==> config.mk <==
export PLATFORM = sky130hd
export DESIGN_NAME = sr_latch_driver
export DESIGN_NICKNAME = d
export VERILOG_FILES = /design/src/rtl/sr_drv_pkg.sv /design/src/rtl/sr_phase_cnt.sv /design/src/rtl/sr_latch_driver.sv
export SDC_FILE = /design/constraint.sdc
export NUM_CORES = 1
export LEC_CHECK = 0
export ABC_AREA = 1
export CAP_MARGIN = 5
export CORE_UTILIZATION = 43
export DETAILED_ROUTE_END_ITERATION = 10
export GPL_TIMING_DRIVEN = 0
export HOLD_SLACK_MARGIN = 0.03
export MAX_ROUTING_LAYER = met4
export PLACE_DENSITY_LB_ADDON = 0.25
export SLEW_MARGIN = 20
export SYNTH_ARGS = -nofsm -noshare
export SYNTH_HDL_FRONTEND = slang
export SYNTH_SLANG_ARGS = --single-unit
==> constraint.sdc <==
create_clock -name clk -period 2 [get_ports clk]
set_input_delay 0.4 -clock clk [delete_from_list [all_inputs] [get_ports clk]]
set_output_delay 0.4 -clock clk [all_outputs]
set_load 0.03 [all_outputs]
==> src/rtl/sr_drv_pkg.sv <==
// Shared types and constants for the SR latch command driver.
// Contents: FSM state encoding and the set/reset command literals.
// Imported by sr_latch_driver and sr_phase_cnt.
package sr_drv_pkg;

  typedef enum logic [1:0] {
    ST_IDLE  = 2'd0,
    ST_GUARD = 2'd1,
    ST_DRIVE = 2'd2
  } state_e;

  localparam logic CMD_SET = 1'b1;
  localparam logic CMD_RST = 1'b0;

endpackage : sr_drv_pkg

==> src/rtl/sr_phase_cnt.sv <==
// Loadable down-counter timing the GUARD and DRIVE windows of the driver.
// Ports: clk_i/rst_i (sync active-high), load_i/load_val_i load a start value,
//        dec_i decrements, zero_o flags a count of zero (last cycle of a window).
module sr_phase_cnt
  import sr_drv_pkg::*;
#(
  parameter int CNT_W = 4
) (
  input  logic             clk_i,
  input  logic             rst_i,
  input  logic             load_i,
  input  logic [CNT_W-1:0] load_val_i,
  input  logic             dec_i,
  output logic             zero_o
);

  logic [CNT_W-1:0] cnt_q;
  logic [CNT_W-1:0] cnt_d;

  always_comb begin
    cnt_d = cnt_q;
    if (load_i) begin
      cnt_d = load_val_i;
    end else if (dec_i && (cnt_q != '0)) begin
      cnt_d = cnt_q - 1'b1;
    end
  end

  always_ff @(posedge clk_i) begin
    if (rst_i) begin
      cnt_q <= '0;
    end else begin
      cnt_q <= cnt_d;
    end
  end

  assign zero_o = (cnt_q == '0);

endmodule : sr_phase_cnt

==> src/rtl/sr_latch_driver.sv <==
// Command stage for a gated NOR SR latch: accepts set/reset requests on a
// valid/ready handshake, drives s or r with en for HOLD_CYC cycles, inserts a
// GUARD_CYC gap before a direction change, and tracks the expected latch value.
// Ports: clk/rst (sync active-high), cmd_valid/cmd_set/cmd_ready handshake,
//        s/r/en latch drive, busy, q_exp/q_exp_vld expected latch state.
// Optional: SR_READBACK_CHECK_EN adds q_fb input and sticky chk_err output.
module sr_latch_driver
  import sr_drv_pkg::*;
#(
  parameter int HOLD_CYC  = 2,
  parameter int GUARD_CYC = 1,
  parameter int CNT_W     = 4
) (
  input  logic clk,
  input  logic rst,
  input  logic cmd_valid,
  input  logic cmd_set,
  output logic cmd_ready,
  output logic s,
  output logic r,
  output logic en,
  output logic busy,
  output logic q_exp,
  output logic q_exp_vld
`ifdef SR_READBACK_CHECK_EN
  ,
  input  logic q_fb,
  output logic chk_err
`endif
);

  // Counter start values: a window of N cycles counts N-1 down to 0.
  localparam logic             GUARD_EN = (GUARD_CYC > 0);
  localparam logic [CNT_W-1:0] HOLD_LD  = CNT_W'(HOLD_CYC - 1);
  localparam logic [CNT_W-1:0] GUARD_LD = CNT_W'((GUARD_CYC > 0) ? GUARD_CYC - 1 : 0);

  state_e state_q, state_d;
  logic   cmd_q, cmd_d;
  logic   last_cmd_q, last_cmd_d;
  logic   last_vld_q, last_vld_d;
  logic   q_exp_q, q_exp_d;
  logic   q_exp_vld_q, q_exp_vld_d;
  logic   s_q, r_q, en_q, busy_q, rdy_q;

  logic             cnt_load;
  logic [CNT_W-1:0] cnt_load_val;
  logic             cnt_dec;
  logic             cnt_zero;
  logic             drive_done;

  sr_phase_cnt #(
    .CNT_W (CNT_W)
  ) u_phase_cnt (
    .clk_i      (clk),
    .rst_i      (rst),
    .load_i     (cnt_load),
    .load_val_i (cnt_load_val),
    .dec_i      (cnt_dec),
    .zero_o     (cnt_zero)
  );

  always_comb begin
    state_d      = state_q;
    cmd_d        = cmd_q;
    last_cmd_d   = last_cmd_q;
    last_vld_d   = last_vld_q;
    q_exp_d      = q_exp_q;
    q_exp_vld_d  = q_exp_vld_q;
    cnt_load     = 1'b0;
    cnt_load_val = HOLD_LD;
    cnt_dec      = 1'b0;
    drive_done   = 1'b0;
    unique case (state_q)
      ST_IDLE: begin
        if (cmd_valid) begin
          cmd_d    = cmd_set;
          cnt_load = 1'b1;
          // Only a direction change after a completed command needs the gap,
          // so the latch inputs never switch s->r (or r->s) without idle time.
          if (GUARD_EN && last_vld_q && (cmd_set != last_cmd_q)) begin
            state_d      = ST_GUARD;
            cnt_load_val = GUARD_LD;
          end else begin
            state_d      = ST_DRIVE;
            cnt_load_val = HOLD_LD;
          end
        end
      end
      ST_GUARD: begin
        if (cnt_zero) begin
          state_d      = ST_DRIVE;
          cnt_load     = 1'b1;
          cnt_load_val = HOLD_LD;
        end else begin
          cnt_dec = 1'b1;
        end
      end
      ST_DRIVE: begin
        if (cnt_zero) begin
          state_d     = ST_IDLE;
          drive_done  = 1'b1;
          q_exp_d     = cmd_q;
          q_exp_vld_d = 1'b1;
          last_cmd_d  = cmd_q;
          last_vld_d  = 1'b1;
        end else begin
          cnt_dec = 1'b1;
        end
      end
      default: begin
        state_d = ST_IDLE;
      end
    endcase
  end

  // Outputs are flopped from the next-state decode so they line up with
  // state_q; s and r are mutually exclusive because both derive from one cmd_d.
  always_ff @(posedge clk) begin
    if (rst) begin
      state_q     <= ST_IDLE;
      cmd_q       <= CMD_RST;
      last_cmd_q  <= CMD_RST;
      last_vld_q  <= 1'b0;
      q_exp_q     <= 1'b0;
      q_exp_vld_q <= 1'b0;
      s_q         <= 1'b0;
      r_q         <= 1'b0;
      en_q        <= 1'b0;
      busy_q      <= 1'b0;
      rdy_q       <= 1'b1;
    end else begin
      state_q     <= state_d;
      cmd_q       <= cmd_d;
      last_cmd_q  <= last_cmd_d;
      last_vld_q  <= last_vld_d;
      q_exp_q     <= q_exp_d;
      q_exp_vld_q <= q_exp_vld_d;
      s_q         <= (state_d == ST_DRIVE) && (cmd_d == CMD_SET);
      r_q         <= (state_d == ST_DRIVE) && (cmd_d == CMD_RST);
      en_q        <= (state_d == ST_DRIVE);
      busy_q      <= (state_d != ST_IDLE);
      rdy_q       <= (state_d == ST_IDLE);
    end
  end

  assign s         = s_q;
  assign r         = r_q;
  assign en        = en_q;
  assign busy      = busy_q;
  assign cmd_ready = rdy_q;
  assign q_exp     = q_exp_q;
  assign q_exp_vld = q_exp_vld_q;

`ifdef SR_READBACK_CHECK_EN
  // Compare in the first IDLE cycle after DRIVE, when q_exp has just been
  // updated and the latch has had the whole hold window to settle.
  logic chk_pend_q;
  logic chk_err_q;

  always_ff @(posedge clk) begin
    if (rst) begin
      chk_pend_q <= 1'b0;
      chk_err_q  <= 1'b0;
    end else begin
      chk_pend_q <= drive_done;
      if (chk_pend_q && (q_fb != q_exp_q)) begin
        chk_err_q <= 1'b1;
      end
    end
  end

  assign chk_err = chk_err_q;
`endif

endmodule : sr_latch_driver

Yosys cells after proc, flatten, opt, wreduce, memory -nomap -nowiden

Index checks and enable logic that the tools add are counted.

Register bits: 14
Output and inout port bits: 7

Muxes and demuxes: 17
Add/subtract/negate cells: 1
Bitwise operators: 1
Reduce and logical (&&, ||, !) cells: 12
Equality and inequality tests: 4

Operators with widths:

| kind                                                               | number |
|---|---|
| 1-bit 2-to-1 mux                                                   | 9 |
| 2-bit 2-to-1 mux                                                   | 4 |
| 4-bit 2-to-1 mux                                                   | 2 |
| 2-bit case mux with 3 select lines                                 | 1 |
| 2-bit == test, second input constant                               | 2 |
| 1-bit logical AND                                                  | 4 |
| 2-bit zero test                                                    | 2 |
| 4-bit zero test                                                    | 1 |
| 2-bit nonzero test                                                 | 2 |
| 4-bit nonzero test                                                 | 1 |
| 4-bit by 1-bit subtractor with 4-bit output, second input constant | 1 |
| 2-bit by 1-bit == test with 1-bit output, second input constant    | 1 |
| 1-bit case mux with 2 select lines                                 | 1 |
| 2-bit AND reduction                                                | 1 |
| 2-bit OR reduction                                                 | 1 |
| 1-bit != test                                                      | 1 |
| 1-bit NOT                                                          | 1 |

Depth between registers and ports, before layout

Gate-level depths: netlist (run 1).

Word-level depth: 7
Mapped depth: 11
Gate-level depth less buffers: 11

Cells and area by module

From an unflattened synthesis (run 1), not the netlist that was laid out.

Cell total of the unflattened synthesis: 107
Area, all modules: 787.0 um^2

By module, submodules not included:

| module          | area an instance (um^2) | seq. area each (um^2) | times used | cells an instance |
|---|---|---|---|---|
| sr_latch_driver | 513.0                   | 200.2                 | 1          | 66 |
| sr_phase_cnt    | 274.0                   | 80.1                  | 1          | 41 |

Worst setup path before layout (run 1)

OpenSTA, ideal clock, no wires.

Path type: flip-flop to flip-flop
From: register state_q[0]
To: register busy_q, in the netlist busy
Stages on the path, launching flop included: 10
Required time: 1875 ps
Slack: 668 ps
Clock period less this slack: 1332 ps
Buffers on the path: 0
Arrival: 1207 ps
Cell sequence: dfxtp_1 -> inv_1 -> ha_1 -> or2_1 -> nand2_1 -> nor2_1 -> a21oi_2 -> inv_1 -> nand2_1 -> nand2_1

Word-level cells in the longest chain between the ends: 3
Elaborated cells between the ends (all ways): 8
Those cells by class: eq/ne (2); mux (4); reduce/logical (2)

RTL lines:

| what                                   | line                   | source |
|---|---|---|
| start, declared                        | sr_latch_driver.sv:37  | `state_e state_q, state_d;` |
| start signal, assigned                 | sr_latch_driver.sv:132 | `state_q <= state_d;` |
| 2-bit == test (tied with other cells)  | sr_latch_driver.sv:73  | `unique case (state_q)` |
| 2-bit case mux with 3 select lines (*) | sr_latch_driver.sv:73  |  |
| 2-bit nonzero test (*)                 | sr_latch_driver.sv:141 | `busy_q <= (state_d != ST_IDLE);` |
| end signal, assigned                   | sr_latch_driver.sv:141 |  |
| end, declared                          | sr_latch_driver.sv:43  | `logic s_q, r_q, en_q, busy_q, rdy_q;` |

Every way passes the cells marked *; elsewhere a longest branch is shown, timed or not.
A chain may end at the register's enable or synchronous reset.

Worst setup path in the final report (run 1)

From: register q_exp_vld_q, in the netlist q_exp_vld
To: output port q_exp_vld

RTL lines:

| what                   | line                   | source |
|---|---|---|
| start, declared        | sr_latch_driver.sv:42  | `logic q_exp_vld_q, q_exp_vld_d;` |
| start signal, assigned | sr_latch_driver.sv:137 | `q_exp_vld_q <= q_exp_vld_d;` |
| end, declared          | sr_latch_driver.sv:24  | `output logic q_exp_vld` |

No word-level cell between the ends.

==> results of run 1 <==
-- final cells by class --
type | instances | share of cell area (%)
Tap cell | 15 | 2.29
Multi-Input combinational cell | 56 | 37.6
Clock buffer | 4 | 4.43
Timing Repair Buffer | 10 | 12.2
Inverter | 20 | 9.17
Sequential cell | 14 | 34.3
-- layout by cell type, fill, tap and decap left out --
| master | instances |
|---|---|
| clkbuf_8 | 1 |
| dfxtp_1 | 14 |
| clkbuf_4 | 3 |
| nor2_1 | 6 |
| o21ai_0 | 3 |
| xor2_1 | 2 |
| or2_0 | 2 |
| ha_1 | 5 |
| nand3_1 | 5 |
| inv_1 | 16 |
| clkdlybuf4s50_1 | 10 |
| o21a_1 | 1 |
| nand2_2 | 1 |
| a21oi_2 | 1 |
| nor3_1 | 1 |
| nand2_1 | 21 |
| nand3_2 | 1 |
| a21oi_1 | 6 |
| inv_2 | 4 |
| or2_1 | 1 |
-- power groups by stage --
stage | logic (mW) | registers, mW | clock network [mW]
global route | 0.261 | 0.337 | 0.216
detailed placement | 0.236 | 0.339 | 0
floorplan | 0.128 | 0.375 | 0
CTS | 0.237 | 0.333 | 0.208
global placement | 0.232 | 0.338 | 0
finish | 0.234 | 0.333 | 0.200
-- flip-flops by register name, summed over array words and instances, names as in the netlist --
name,cells
u_phase_cnt.cnt_q,4
s,1
cmd_ready,1
r,1
state_q,2
busy,1
q_exp_vld,1
en,1
cmd_q,1
q_exp,1
-- cell families after synthesis --
group / synth area share (%)
compound gates: 9.25
xor+xnor: 2.64
fa+ha+maj: 9.43
flops: 42.3
buf+inv: 11.3
simple gates: 25.1
-- final timing paths --
check,start,end,depth (start not counted)
max,q_exp_vld,q_exp_vld,1
max reg2reg,state_q[0],busy,9
min reg2reg,u_phase_cnt.cnt_q[1],u_phase_cnt.cnt_q[1],2
min,u_phase_cnt.cnt_q[1],u_phase_cnt.cnt_q[1],2
-- metal layers --
metal / share of wire, % / GRT usage, % / vias up / routed length, microns
li1: - / - / 300 / -
met3: 4.8 / 8.15 / 4 / 54
met1: 47 / 17.4 / 241 / 519
met4: 3.4 / 14.5 / 0 / 38
met5: 0 / - / - / 0
met2: 45 / 26.2 / 9 / 502
-- per-stage QoR --
step	cell area [sq um]	hold slack (ps)	total power, mW	worst slack, ps
5_1_grt	818	494	0.814	212
3_5_place_dp	782	458	0.576	363
4_1_cts	818	471	0.778	263
3_3_place_gp	782	452	0.570	368
6_report	818	464	0.767	267
2_1_floorplan	663	437	0.503	668
==> results.json, run 1 <==
{
  "drive_above_1_share_pct": 10.6,
  "wl_per_cell_microns": 9.36,
  "diodes": 0,
  "sw_frac_of_total_pct": 32.6,
  "fin_util_pct": 59.9,
  "pwr-share-seq_pct": 43.4,
  "ys_dominant_reg_cell": "dfxtp_1",
  "drc_errors": 0,
  "fin_crit_sh_pct": 86.6,
  "pwr-share-clk_pct": 26.1,
  "fp.dieH_microns": 41.3,
  "synth-edff-count": 0,
  "synth.most_common_cell": "nand2_1",
  "yosys_register_bits": 14,
  "worst_ep_arrival_time_ps": 1330,
  "antenna_left": 0,
  "tightest_slew_ps": 335,
  "pwr_density_cell_nw_per_um2": 937,
  "grt_start_max_net_pins": 9,
  "layout.nets": 114,
  "synthTopCellsByCount": "nand2_1 (21), inv_1 (16), dfxtp_1 (14), a21oi_1 (6), nor2_1 (6)",
  "relSlewSlack_pct": 77.4,
  "cp-end-kind": "output pin",
  "gp_congestion": 0.748,
  "cts.sinks": 14,
  "setup_tns_ps": 0,
  "p_switching_mw": 0.250,
  "dp_hpwl_microns": 912,
  "seq_area_frac_synth_pct": 42.3,
  "netlist_instances": 90,
  "synth.area.top_cells": "dfxtp_1 (42%), nand2_1 (12%), ha_1 (9.4%), inv_1 (9.1%), a21oi_1 (4.5%)",
  "status": "complete, no violations",
  "fin_worst_skew_ps": 0.989,
  "cts_root_buf": "clkbuf_4",
  "fp-row-count": 13,
  "crit_path_max_incr_delay_ps": 680,
  "internal_power_mw": 0.517,
  "syn_area_sq_um": 663,
  "port_buffers": 10,
  "fmax_ghz": 0.577,
  "grt_remaining_overflow": 0,
  "synth_area_leader_cell": "dfxtp_1",
  "crit_type": "register to output pin",
  "core_sq_um": 1370,
  "critPathMaxFanout": 3,
  "cts_tree": "done",
  "critPathTopFamily": "buffers and inverters",
  "path_buf_inv": 1,
  "seq_area_sq_um": 280,
  "r2r_slack_ps": 550,
  "chipWidth_microns": 41.3,
  "async_flop_share_pct": 0,
  "htree_levels": 1,
  "yosys.area.top_type_share_pct": 42.3,
  "grt_pass1_wl_mm": 1.71,
  "dr_total_vias": 554,
  "hold_viol": 0,
  "p_leak_nw": 0.407,
  "start_kind": "register",
  "cp_cell_sequence": "clkdlybuf4s50_1",
  "antenna_found_initial": 0,
  "hold_buffers": 0,
  "nFillCells": 125,
  "final_cells": 119,
  "setup_viol": 0,
  "slowest_stage": "clkdlybuf4s50_1",
  "vdd.ir_drop.worst_uv": 597,
  "yosys_warnings": 0,
  "rsz0062_at_grt": "no",
  "drt_iter0_drc": 11,
  "combPwrFrac_pct": 30.5,
  "hold_class": "register to register",
  "path_clk_slew_ps": 80,
  "io_pins": 11,
  "dr.pass1.iters": 2,
  "syn_nets": 99,
  "post_cts_resized": 0,
  "avgSynthCellArea_sq_um": 7.37,
  "area_delta_synth_final_pct": 23.4,
  "multi_input_area_sq_um": 308,
  "fp.dieArea_sq_um": 1700,
  "synthDistinctLibCells": 17,
  "maxCapViolations": 0,
  "grt_pass1_vias": 437,
  "finalMaxSlewViolations": 0,
  "vias_per_cell": 4.66,
  "grt_usage_pct": 17.6,
  "cts_buffers": 3,
  "dp.cells": 115,
  "cp.required_ps": 1600,
  "post-route-min-period_ps": 1730,
  "initial_core_util_pct": 48.5,
  "cts_setup_buffers": 0,
  "clkLatencyLatePin_ps": 280,
  "totalWireLength_mm": 1.11,
  "cts.path.max_buffers": 2
}
Note: power is estimated with default switching activity, not from simulation.
==> run 2, diff against run 1 <==
--- a/config.mk
+++ b/config.mk
@@ -5,10 +5,11 @@
 export SDC_FILE = /design/constraint.sdc
 export NUM_CORES = 1
 export LEC_CHECK = 0
-export ABC_AREA = 1
 export CAP_MARGIN = 5
+export CORE_MARGIN = 2
 export CORE_UTILIZATION = 43
 export DETAILED_ROUTE_END_ITERATION = 10
+export DONT_BUFFER_PORTS = 1
 export GPL_TIMING_DRIVEN = 0
 export HOLD_SLACK_MARGIN = 0.03
 export MAX_ROUTING_LAYER = met4
==> run 2 against run 1 <==
  * Critical path depth grew 5
  * Utilization fell by 11 points
  * Synthesized cell count down 26%
  * Register-to-register slack got worse by 300 ps
  * Cell count down 27%
  * Setup slack worse by 14 ps
  * Critical endpoint is now r
  * Largest power group unchanged
==> results.json, run 2 <==
{
  "path_clk_slew_ps": 90,
  "core_sq_um": 1490,
  "fin_worst_skew_ps": 4.79,
  "synth_mux_area_share_pct": 2.96,
  "totalWireLength_mm": 1.05,
  "pwr_density_cell_nw_per_um2": 978,
  "fmax_ghz": 0.572,
  "p_leak_nw": 0.296,
  "hold_class": "input port to register",
  "grt_pass1_vias": 484,
  "layout.nets": 81,
  "synth_top_family_by_area": "simple AND/OR/NAND/NOR gates",
  "slowest_stage": "dfxtp_1",
  "cts_buffers": 3,
  "finalWorstSetupSlack_ps": 253,
  "diodes": 0,
  "async_flop_share_pct": 0,
  "final_cell_mix": "dfxtp_1 (14), nor2_1 (10), ha_1 (5)",
  "yosys_register_bits": 14,
  "fp.dieArea_sq_um": 1910,
  "area_delta_synth_final_pct": 8.32,
  "maxCapViolations": 0,
  "dp_hpwl_microns": 808,
  "fp-row-count": 14,
  "holdPathEnd": "q_exp",
  "yosys_warnings": 0,
  "htree_levels": 1,
  "fp.dieH_microns": 43.7,
  "drt_iter0_drc": 6,
  "synth-edff-count": 0,
  "rsz0062_at_grt": "no",
  "gp_congestion": 0.767,
  "largest_reg_flops": 4,
  "drc_errors": 0,
  "synth.most_common_cell": "dfxtp_1",
  "final_common_cell": "dfxtp_1",
  "vdd.ir_drop.worst_uv": 430,
  "dr.pass1.iters": 4,
  "synthTopCellsByCount": "dfxtp_1 (14), nor2_1 (10), ha_1 (5), inv_1 (4)",
  "cp_cell_sequence": "inv_1 > ha_1 > or2_1 > nor3b_2 > a2111oi_4 > and2_1",
  "start_kind": "register",
  "r2r_slack_ps": 250,
  "yosys.area_share.adder_pct": 9.24,
  "cp-end-kind": "register",
  "dp.cells": 83,
  "initial_core_util_pct": 45.5,
  "fin_util_pct": 49.2,
  "hold_buffers": 0,
  "io_pins": 11,
  "dp_slack_ps": 272,
  "antenna_left": 0,
  "synth_compound_area_share_pct": 15.7,
  "antenna_found_initial": 0,
  "ff2ff_path_depth": 6,
  "reg_top3": "u_phase_cnt.cnt_q x4, state_q x2",
  "synth-simple-area-share_pct": 24.6,
  "relSlewSlack_pct": 70.1,
  "cts_tree": "done",
  "hp-start": "rst",
  "cts.sinks": 14,
  "r2r_end": "r",
  "clkLatencyLatePin_ps": 280,
  "netlist_instances": 67,
  "avgSynthCellArea_sq_um": 10.1,
  "final_cells": 87,
  "synthXorXnorAreaFrac_pct": 3.88,
  "hold_viol": 0,
  "synth.area.top_cells": "dfxtp_1 (41%), ha_1 (9.2%), nor2_1 (5.5%), a2111oi_4 (4.1%), mux2i_1 (3.0%)",
  "chipWidth_microns": 43.7,
  "setup_tns_ps": 0,
  "max_flop_register": "u_phase_cnt.cnt_q",
  "nFillCells": 137,
  "fin_crit_sh_pct": 87.3,
  "tightest_slew_ps": 444,
  "setup_viol": 0,
  "post-route-min-period_ps": 1750,
  "crit_path_max_incr_delay_ps": 400,
  "grt_pass1_wl_mm": 1.92,
  "seq_area_frac_synth_pct": 41.4,
  "drive_above_1_share_pct": 15.5,
  "ys_dominant_reg_cell": "dfxtp_1",
  "critPathMaxFanout": 4,
  "syn_area_sq_um": 677,
  "yosys.area.top_type_share_pct": 41.4,
  "crit_type": "register to register",
  "status": "complete, no violations",
  "grt_remaining_overflow": 0,
  "post_cts_resized": 0,
  "finalMaxSlewViolations": 0,
  "grt_start_max_net_pins": 9,
  "port_buffers": 0,
  "cts.path.max_buffers": 2,
  "holdPathStages": 1,
  "syn_nets": 76,
  "synthDistinctLibCells": 30,
  "wl_per_cell_microns": 12.0,
  "cts_root_buf": "clkbuf_4",
  "vias_per_cell": 5.33,
  "cts_setup_buffers": 0,
  "cp.required_ps": 2230,
  "grt_usage_pct": 14.2,
  "dr_total_vias": 464,
  "worst_ep_arrival_time_ps": 1980,
  "r2r-start": "state_q[0]",
  "synth_area_leader_cell": "dfxtp_1"
}
==> run 2: cell count changes in the layout (fill, tap and decap cells not counted), sizes merged, moves of 4 or more <==
cell           delta
inv              -16
nand3             -5
a21oi             -4
nor2              +4
clkdlybuf4s50    -10
nand2            -19
==> run 2: critical path, delay by kind of cell (launching register included) <==
family / cells / cell delay [ps]
flops: 1 / 400
simple gates: 3 / 590
buf+inv: 1 / 100
fa+ha+maj: 1 / 240
compound gates: 1 / 360
==> run 2: final cells by class <==
cell class | count | area, sq um | area share [%]
clock buffers | 4 | 36.3 | 4.95
inverters | 4 | 15.0 | 2.05
well taps | 16 | 20.0 | 2.73
flip-flops and latches | 14 | 280 | 38.2
multi-input cells | 49 | 382 | 52.0
==> run 2: layer usage <==
metal | share of wire, % | up-vias | global-route usage (%)
li1 | - | 240 | -
met1 | 49 | 213 | 17.7
met2 | 44 | 9 | 21.5
met3 | 4.6 | 2 | 2.92
met4 | 2.2 | 0 | 7.27
met5 | 0 | - | -
==> run 2: kinds of logic after synthesis <==
logic type                 Yosys count
and+or+nand+nor                     27
xor gates and xnor gates             3
muxes                                2
AOI/OAI and AO/OA                   12
buffers and inverters                4
DFF                                 14
adders and majority gates            5
==> run 2: report_power, final <==
part           internal [mW]  leakage [nW]  total [mW]  switching (mW)
clock                  0.111        0.0210       0.206          0.0952
combinational         0.0715         0.160       0.143          0.0718
sequential             0.309         0.115       0.368          0.0587
==> run 2: how the worst max path moves through the flow <==
stage / startpoint / end / cells after the start
floorplan: state_q[1] / r / 6
global placement: state_q[1] / r / 6
detailed placement: state_q[1] / r / 6
CTS: state_q[0] / r / 6
global route: state_q[0] / s / 6
finish: state_q[0] / r / 6
==> run 2: stage by stage <==
step / area [sq um] / hold slack, ps / total power [mW]
4_1_cts: 733 / 169 / 0.723
3_5_place_dp: 697 / 475 / 0.519
3_3_place_gp: 697 / 474 / 0.517
6_report: 733 / 172 / 0.717
5_1_grt: 733 / 162 / 0.761
2_1_floorplan: 677 / 460 / 0.493
